**config.mk**
```make
export PLATFORM = sky130hd
export DESIGN_NAME = breg_seq
export DESIGN_NICKNAME = d
export VERILOG_FILES = /design/src/rtl/breg_seq.sv
export SDC_FILE = /design/constraint.sdc
export NUM_CORES = 1
export LEC_CHECK = 0
export ABC_CLOCK_PERIOD_IN_PS = 10900
export CORE_ASPECT_RATIO = 0.6
export CORE_MARGIN = 3
export CORE_UTILIZATION = 55
export CTS_BUF_LIST = sky130_fd_sc_hd__clkbuf_8
export CTS_CLUSTER_DIAMETER = 50
export DETAILED_ROUTE_END_ITERATION = 16
export GPL_TIMING_DRIVEN = 0
export PLACE_DENSITY = 0.93
export SYNTH_ARGS = -nofsm -noshare
export SYNTH_HDL_FRONTEND = slang
export SYNTH_SLANG_ARGS = --single-unit
```
**constraint.sdc**
```tcl
create_clock -name clk -period 10.9 [get_ports clk]
set_clock_uncertainty 0.1 [all_clocks]
set_input_delay 1.09 -clock clk [delete_from_list [all_inputs] [get_ports clk]]
set_output_delay 1.09 -clock clk [all_outputs]
set_load 0.01 [all_outputs]
```
**src/rtl/breg_seq.sv**
```systemverilog
// ---------------------------------------------------------------------------
// breg_seq -- instruction sequencer for the 4x8-bit dual-read register bank.
//
// Accepts one 16-bit instruction per valid/ready handshake, reads two operands
// through the bank's combinational read ports, computes an 8-bit ALU result
// and writes it back through the bank's single active-low write port.
//
// Instruction fields: op[15:12] dst[11:10] src0[9:8] src1[1:0] imm[7:0]
//
// Ports
//   clk, rst                 clock (rising edge), async active-high reset
//   instr_valid/instr_ready  instruction handshake (ready only in IDLE)
//   instr[15:0]              instruction word
//   out_valid/out_ready      OUT result handshake, out_data[7:0] = src0
//   add_rd0/add_rd1, rd0/rd1 bank read addresses and returned data
//   add_wr, wr_data, wr_n    bank write address, data, active-low strobe
//   flag_z, flag_c           zero / carry flags
//   err                      sticky illegal-opcode flag
// ---------------------------------------------------------------------------
module breg_seq (
    input  logic        clk,
    input  logic        rst,
    input  logic        instr_valid,
    output logic        instr_ready,
    input  logic [15:0] instr,
    output logic        out_valid,
    input  logic        out_ready,
    output logic [7:0]  out_data,
    output logic [1:0]  add_rd0,
    output logic [1:0]  add_rd1,
    input  logic [7:0]  rd0,
    input  logic [7:0]  rd1,
    output logic [1:0]  add_wr,
    output logic [7:0]  wr_data,
    output logic        wr_n,
    output logic        flag_z,
    output logic        flag_c,
    output logic        err
);

    typedef enum logic [2:0] {
        S_IDLE, S_READ, S_EXEC, S_WRITE, S_OUTW
    } state_t;

    localparam logic [3:0] OP_NOP = 4'h0;
    localparam logic [3:0] OP_LDI = 4'h1;
    localparam logic [3:0] OP_MOV = 4'h2;
    localparam logic [3:0] OP_ADD = 4'h3;
    localparam logic [3:0] OP_SUB = 4'h4;
    localparam logic [3:0] OP_AND = 4'h5;
    localparam logic [3:0] OP_OR  = 4'h6;
    localparam logic [3:0] OP_XOR = 4'h7;
    localparam logic [3:0] OP_SHL = 4'h8;
    localparam logic [3:0] OP_SHR = 4'h9;
    localparam logic [3:0] OP_CMP = 4'hA;
    localparam logic [3:0] OP_OUT = 4'hB;

    state_t      r_state, w_next;
    logic [3:0]  r_op;
    logic [1:0]  r_dst;
    logic [7:0]  r_imm;
    logic [7:0]  r_opa, r_opb;
    logic [1:0]  r_add_rd0, r_add_rd1, r_add_wr;
    logic [7:0]  r_wr_data, r_out_data;
    logic        r_wr_n, r_out_valid;
    logic        r_z, r_c, r_err;

    // Bit 8 of the ALU result is the carry/borrow; each op sets it so that
    // flag_c can always be taken straight from bit 8 when w_upd_c is set.
    logic [8:0]  w_alu;
    logic        w_wr, w_upd_z, w_upd_c, w_illegal;

    // ---------------------------------------------------------------- ALU
    // NOTE: every output of a combinational block is defaulted first, so no
    // path through the case leaves a value held and no latch is inferred.
    always_comb begin
        w_alu     = 9'd0;
        w_wr      = 1'b0;
        w_upd_z   = 1'b0;
        w_upd_c   = 1'b0;
        w_illegal = 1'b0;
        case (r_op)
            OP_NOP: ;
            OP_LDI: begin w_alu = {1'b0, r_imm}; w_wr = 1'b1; w_upd_z = 1'b1; end
            OP_MOV: begin w_alu = {1'b0, r_opa}; w_wr = 1'b1; w_upd_z = 1'b1; end
            OP_ADD: begin
                w_alu = {1'b0, r_opa} + {1'b0, r_opb};
                w_wr = 1'b1; w_upd_z = 1'b1; w_upd_c = 1'b1;
            end
            // Two's-complement subtract of zero-extended operands leaves the
            // borrow (src0 < src1) in bit 8.
            OP_SUB, OP_CMP: begin
                w_alu = {1'b0, r_opa} - {1'b0, r_opb};
                w_wr = (r_op == OP_SUB); w_upd_z = 1'b1; w_upd_c = 1'b1;
            end
            OP_AND: begin w_alu = {1'b0, r_opa & r_opb}; w_wr = 1'b1; w_upd_z = 1'b1; w_upd_c = 1'b1; end
            OP_OR:  begin w_alu = {1'b0, r_opa | r_opb}; w_wr = 1'b1; w_upd_z = 1'b1; w_upd_c = 1'b1; end
            OP_XOR: begin w_alu = {1'b0, r_opa ^ r_opb}; w_wr = 1'b1; w_upd_z = 1'b1; w_upd_c = 1'b1; end
            OP_SHL: begin w_alu = {r_opa, 1'b0}; w_wr = 1'b1; w_upd_z = 1'b1; w_upd_c = 1'b1; end
            // Shifted-out bit 0 goes to the carry position.
            OP_SHR: begin w_alu = {r_opa[0], 1'b0, r_opa[7:1]}; w_wr = 1'b1; w_upd_z = 1'b1; w_upd_c = 1'b1; end
            OP_OUT: ;
            default: w_illegal = 1'b1;
        endcase
    end

    // ---------------------------------------------------------- next state
    always_comb begin
        w_next = r_state;
        case (r_state)
            S_IDLE:  if (instr_valid) w_next = S_READ;
            S_READ:  w_next = S_EXEC;
            S_EXEC: begin
                if (w_wr)                  w_next = S_WRITE;
                else if (r_op == OP_OUT)   w_next = S_OUTW;
                else                       w_next = S_IDLE;
            end
            S_WRITE: w_next = S_IDLE;
            S_OUTW:  if (out_ready) w_next = S_IDLE;
            default: w_next = S_IDLE;
        endcase
    end

    // ------------------------------------------------------------ registers
    // NOTE: sequential state uses non-blocking assignments so every register
    // samples pre-edge values regardless of statement order.
    always_ff @(posedge clk or posedge rst) begin
        if (rst) begin
            r_state     <= S_IDLE;
            r_op        <= OP_NOP;
            r_dst       <= 2'd0;
            r_imm       <= 8'd0;
            r_opa       <= 8'd0;
            r_opb       <= 8'd0;
            r_add_rd0   <= 2'd0;
            r_add_rd1   <= 2'd0;
            r_add_wr    <= 2'd0;
            r_wr_data   <= 8'd0;
            r_out_data  <= 8'd0;
            r_wr_n      <= 1'b1;
            r_out_valid <= 1'b0;
            r_z         <= 1'b0;
            r_c         <= 1'b0;
            r_err       <= 1'b0;
        end else begin
            r_state     <= w_next;
            // Strobes decoded from the next state so they come straight from
            // a flop and are active for exactly the WRITE / OUTW cycles.
            r_wr_n      <= (w_next != S_WRITE);
            r_out_valid <= (w_next == S_OUTW);
            case (r_state)
                S_IDLE: if (instr_valid) begin
                    r_op      <= instr[15:12];
                    r_dst     <= instr[11:10];
                    r_imm     <= instr[7:0];
                    r_add_rd0 <= instr[9:8];
                    r_add_rd1 <= instr[1:0];
                end
                S_READ: begin
                    r_opa <= rd0;
                    r_opb <= rd1;
                end
                S_EXEC: begin
                    if (w_wr) begin
                        r_add_wr  <= r_dst;
                        r_wr_data <= w_alu[7:0];
                    end
                    if (w_upd_z)         r_z        <= (w_alu[7:0] == 8'd0);
                    if (w_upd_c)         r_c        <= w_alu[8];
                    if (w_illegal)       r_err      <= 1'b1;
                    if (r_op == OP_OUT)  r_out_data <= r_opa;
                end
                default: ;
            endcase
        end
    end

    assign instr_ready = (r_state == S_IDLE);
    assign out_valid   = r_out_valid;
    assign out_data    = r_out_data;
    assign add_rd0     = r_add_rd0;
    assign add_rd1     = r_add_rd1;
    assign add_wr      = r_add_wr;
    assign wr_data     = r_wr_data;
    assign wr_n        = r_wr_n;
    assign flag_z      = r_z;
    assign flag_c      = r_c;
    assign err         = r_err;

endmodule

```
==> impl_metrics.toml <==
[outcome]
status = "finished, final reports clean"

[place]
place_inst = 515
dp_slack_ps = 6780
place.detailed.hpwl_um = 8000
place_area_um2 = 4250
gp_congestion = 0.957
portBuffers = 63

[power]
p_sw_mw = 0.777
swShare = 0.455
leakage_nw = 1.98
p_int_mw = 0.930
irDropWorstVdd_mv = 0.228
pwr-share-clk = 0.134
power_density_nw_per_um2 = 381
p_comb_frac = 0.625
power_mw = 1.71
seqPwrFrac = 0.241

[worst_setup_path]
reg2regPathDepth = 12
arrival_ps = 4290
critical_path.most_common_cell = "o311a_1"
crit_required_ps = 11030
slowest_delay_ps = 430
crit_path_cell_trace = "buf_2, nor2_1, a21oi_2, mux2i_1, ha_1, nor2b_1, o311a_1, o311a_1, or3_1, a31o_1, a2111o_1, o41ai_2"
end_kind = "flop"
critical_path_class = "flop to flop"
critPathMaxFanout = 10
cp-start-kind = "flop"
slowest_stage = "a21oi_2"

[synthesis]
syn-cell-area_um2 = 3500
yosysWarnings = 0
syn_avg_cell_area_um2 = 9.44
seq_area_frac_synth = 0.415
postSynthCellCount = 371
synth-edff-count = 0
synth_most_common_cell = "dfrtp_1"
ys_async_sr_fraction = 1.00
synth-main-ff-cell = "dfrtp_1"
yosysTopAreaCellShare = 0.407
synth_seq_cells = 58
synth_area_leaders = "dfrtp_1 (41%), ha_1 (8.9%), mux2_2 (6.7%)"
synth_common_cells = "dfrtp_1 (57), nand2_1 (53), o21ai_0 (41)"
synth_area_leader_cell = "dfrtp_1"
synth_cell_type_count = 53
syn-num-nets = 433

[timing]
worst_pin_slew_ps = 852
post-route-period-util = 0.382
finalSetupViolCount = 0
max-slew-margin-rel = 0.431
fmax_ghz = 0.240
fin_crit_ps = 4160
hold_viol = 0
final_max_slew_viol_count = 0
setup_slack_ps = 6740
fin_setup_tns_ps = 0
rsz0062_at_grt = "false"

[floorplanning]
dieWidth_um = 109
start_util = 0.598
io_pins = 64
die-area_um2 = 7390
core_area_um2 = 5860
num_rows = 21
die_y_um = 67.8

[grt]
antenna_found_initial = 0
gr-usage-all-layers = 0.298
grt_pass1_wl_um = 16400
grt_pass1_vias = 3095
grt_start_max_net_pins = 36
gr-total-overflow = 0

[clock_network]
ctsHoldBuffers = 0
clock_latency_ps = 340
numClockSinks = 58
cts_buffers = 9
cts.root.buffer_cell = "clkbuf_8"
post_cts_buffers = 0
cts_tree = "yes"
cts_resized = 0
clk_pin_slew_ps = 70
cts-htree-levels = 3
clock_path_buffers = 2

[layout]
final_area_um2 = 4480
area_delta_synth_final_pct = 28.0
drive_above_1_share = 0.120
nets = 508
fin_cells = 531
diodes = 0

[routing]
wl_um = 10100
ant_nets = 0
num_vias = 3180
drtIter0Drc = 418
via_per_inst = 5.99
wire_per_inst_um = 19.1
drcViolationCount = 0
dr.pass1.iters = 5

[flow_run]
maxCapViolations = 0

[hold_path]
whs_path_depth = 2
hold_class = "flop to flop"
==> worst max-delay path, delay by kind of cell (launching register included) <==
| family | cells | cell delay, ps |
|---|---|---|
| flip-flops | 1 | 390 |
| multiplexers | 1 | 410 |
| adder cells (fa/ha/maj) | 1 | 300 |
| AND/OR/NAND/NOR | 3 | 560 |
| AO/OA/AOI/OAI | 6 | 2060 |
| buffers and inverters | 1 | 250 |
==> registers in the layout (all words and copies together), names as in the netlist <==
register	count
r_opb	8
r_dst	2
out_data	8
r_imm	8
r_opa	8
flag_z	1
flag_c	1
wr_data	8
add_rd0	2
out_valid	1
wr_n	1
add_wr	2
err	1
r_state	3
r_op	4
==> through the flow <==
stage               utilization  hold slack (ps)
floorplan                     -              372
global placement          0.723              357
detailed placement        0.726              369
CTS                       0.765              384
global route              0.765              420
finish                    0.765              382
==> power groups by stage <==
stage	combinational, mW	clock (mW)	sequential, mW
floorplan	0.696	0	0.398
global placement	1.00	0	0.406
detailed placement	1.04	0	0.411
CTS	1.05	0.230	0.408
global route	1.16	0.243	0.422
finish	1.07	0.229	0.412
==> cells by family (layout without fill, tap and decap cells) <==
| kind of cell | Yosys count | count (layout) | share of synthesized area |
|---|---|---|---|
| simple gates | 106 | 106 | 0.141 |
| fa+ha+maj | 26 | 26 | 0.0950 |
| xor+xnor | 12 | 12 | 0.0300 |
| buf+inv | 42 | 122 | 0.0500 |
| mux | 25 | 25 | 0.0789 |
| compound gates | 102 | 102 | 0.190 |
| flops | 58 | 58 | 0.415 |
==> cell usage in the layout (no fill, tap or decap), types with 7 or more instances in the layout <==
cell,count
mux2_2,21
xnor2_1,10
clkbuf_8,11
clkdlybuf4s50_1,63
ha_1,25
o21ai_0,41
nor2b_1,12
clkbuf_1,12
a22oi_1,7
inv_1,24
nand2_1,53
nor2_1,13
a21oi_1,10
dfrtp_1,57
==> per-layer routing <==
metal	up-vias	wire length, um	global-route usage
met4	0	110	0.0693
met3	15	989	0.0858
met1	1528	4800	0.446
li1	1461	-	-
met2	176	4240	0.425
met5	-	0	0
==> worst paths after layout <==
| check | start | to | slack [ps] |
|---|---|---|---|
| setup / recovery | r_op[1]$_DFFE_PP0P_ | flag_z$_DFFE_PP0P_ | 6740 |
| hold / removal | out_data[1]$_DFFE_PP0P_ | out_data[1]$_DFFE_PP0P_ | 380 |
| setup reg to reg | r_op[1]$_DFFE_PP0P_ | flag_z$_DFFE_PP0P_ | 6740 |
| hold reg to reg | out_data[1]$_DFFE_PP0P_ | out_data[1]$_DFFE_PP0P_ | 380 |
| max in group asynchronous | rst | r_opb[3]$_DFFE_PP0P_ | 9120 |
| min in group asynchronous | rst | r_op[1]$_DFFE_PP0P_ | 1020 |
==> final cells by class <==
cell class / count / area [um^2]
multi-input cells: 271 / 1880
flip-flops and latches: 58 / 1450
fillers: 397 / 1380
repair buffers: 64 / 651
clock buffers: 11 / 151
well taps: 80 / 100
inverters: 24 / 90.1
plain buffers: 18 / 85.1
clock inverters: 5 / 77.6
(Power assumes the default switching activity.)
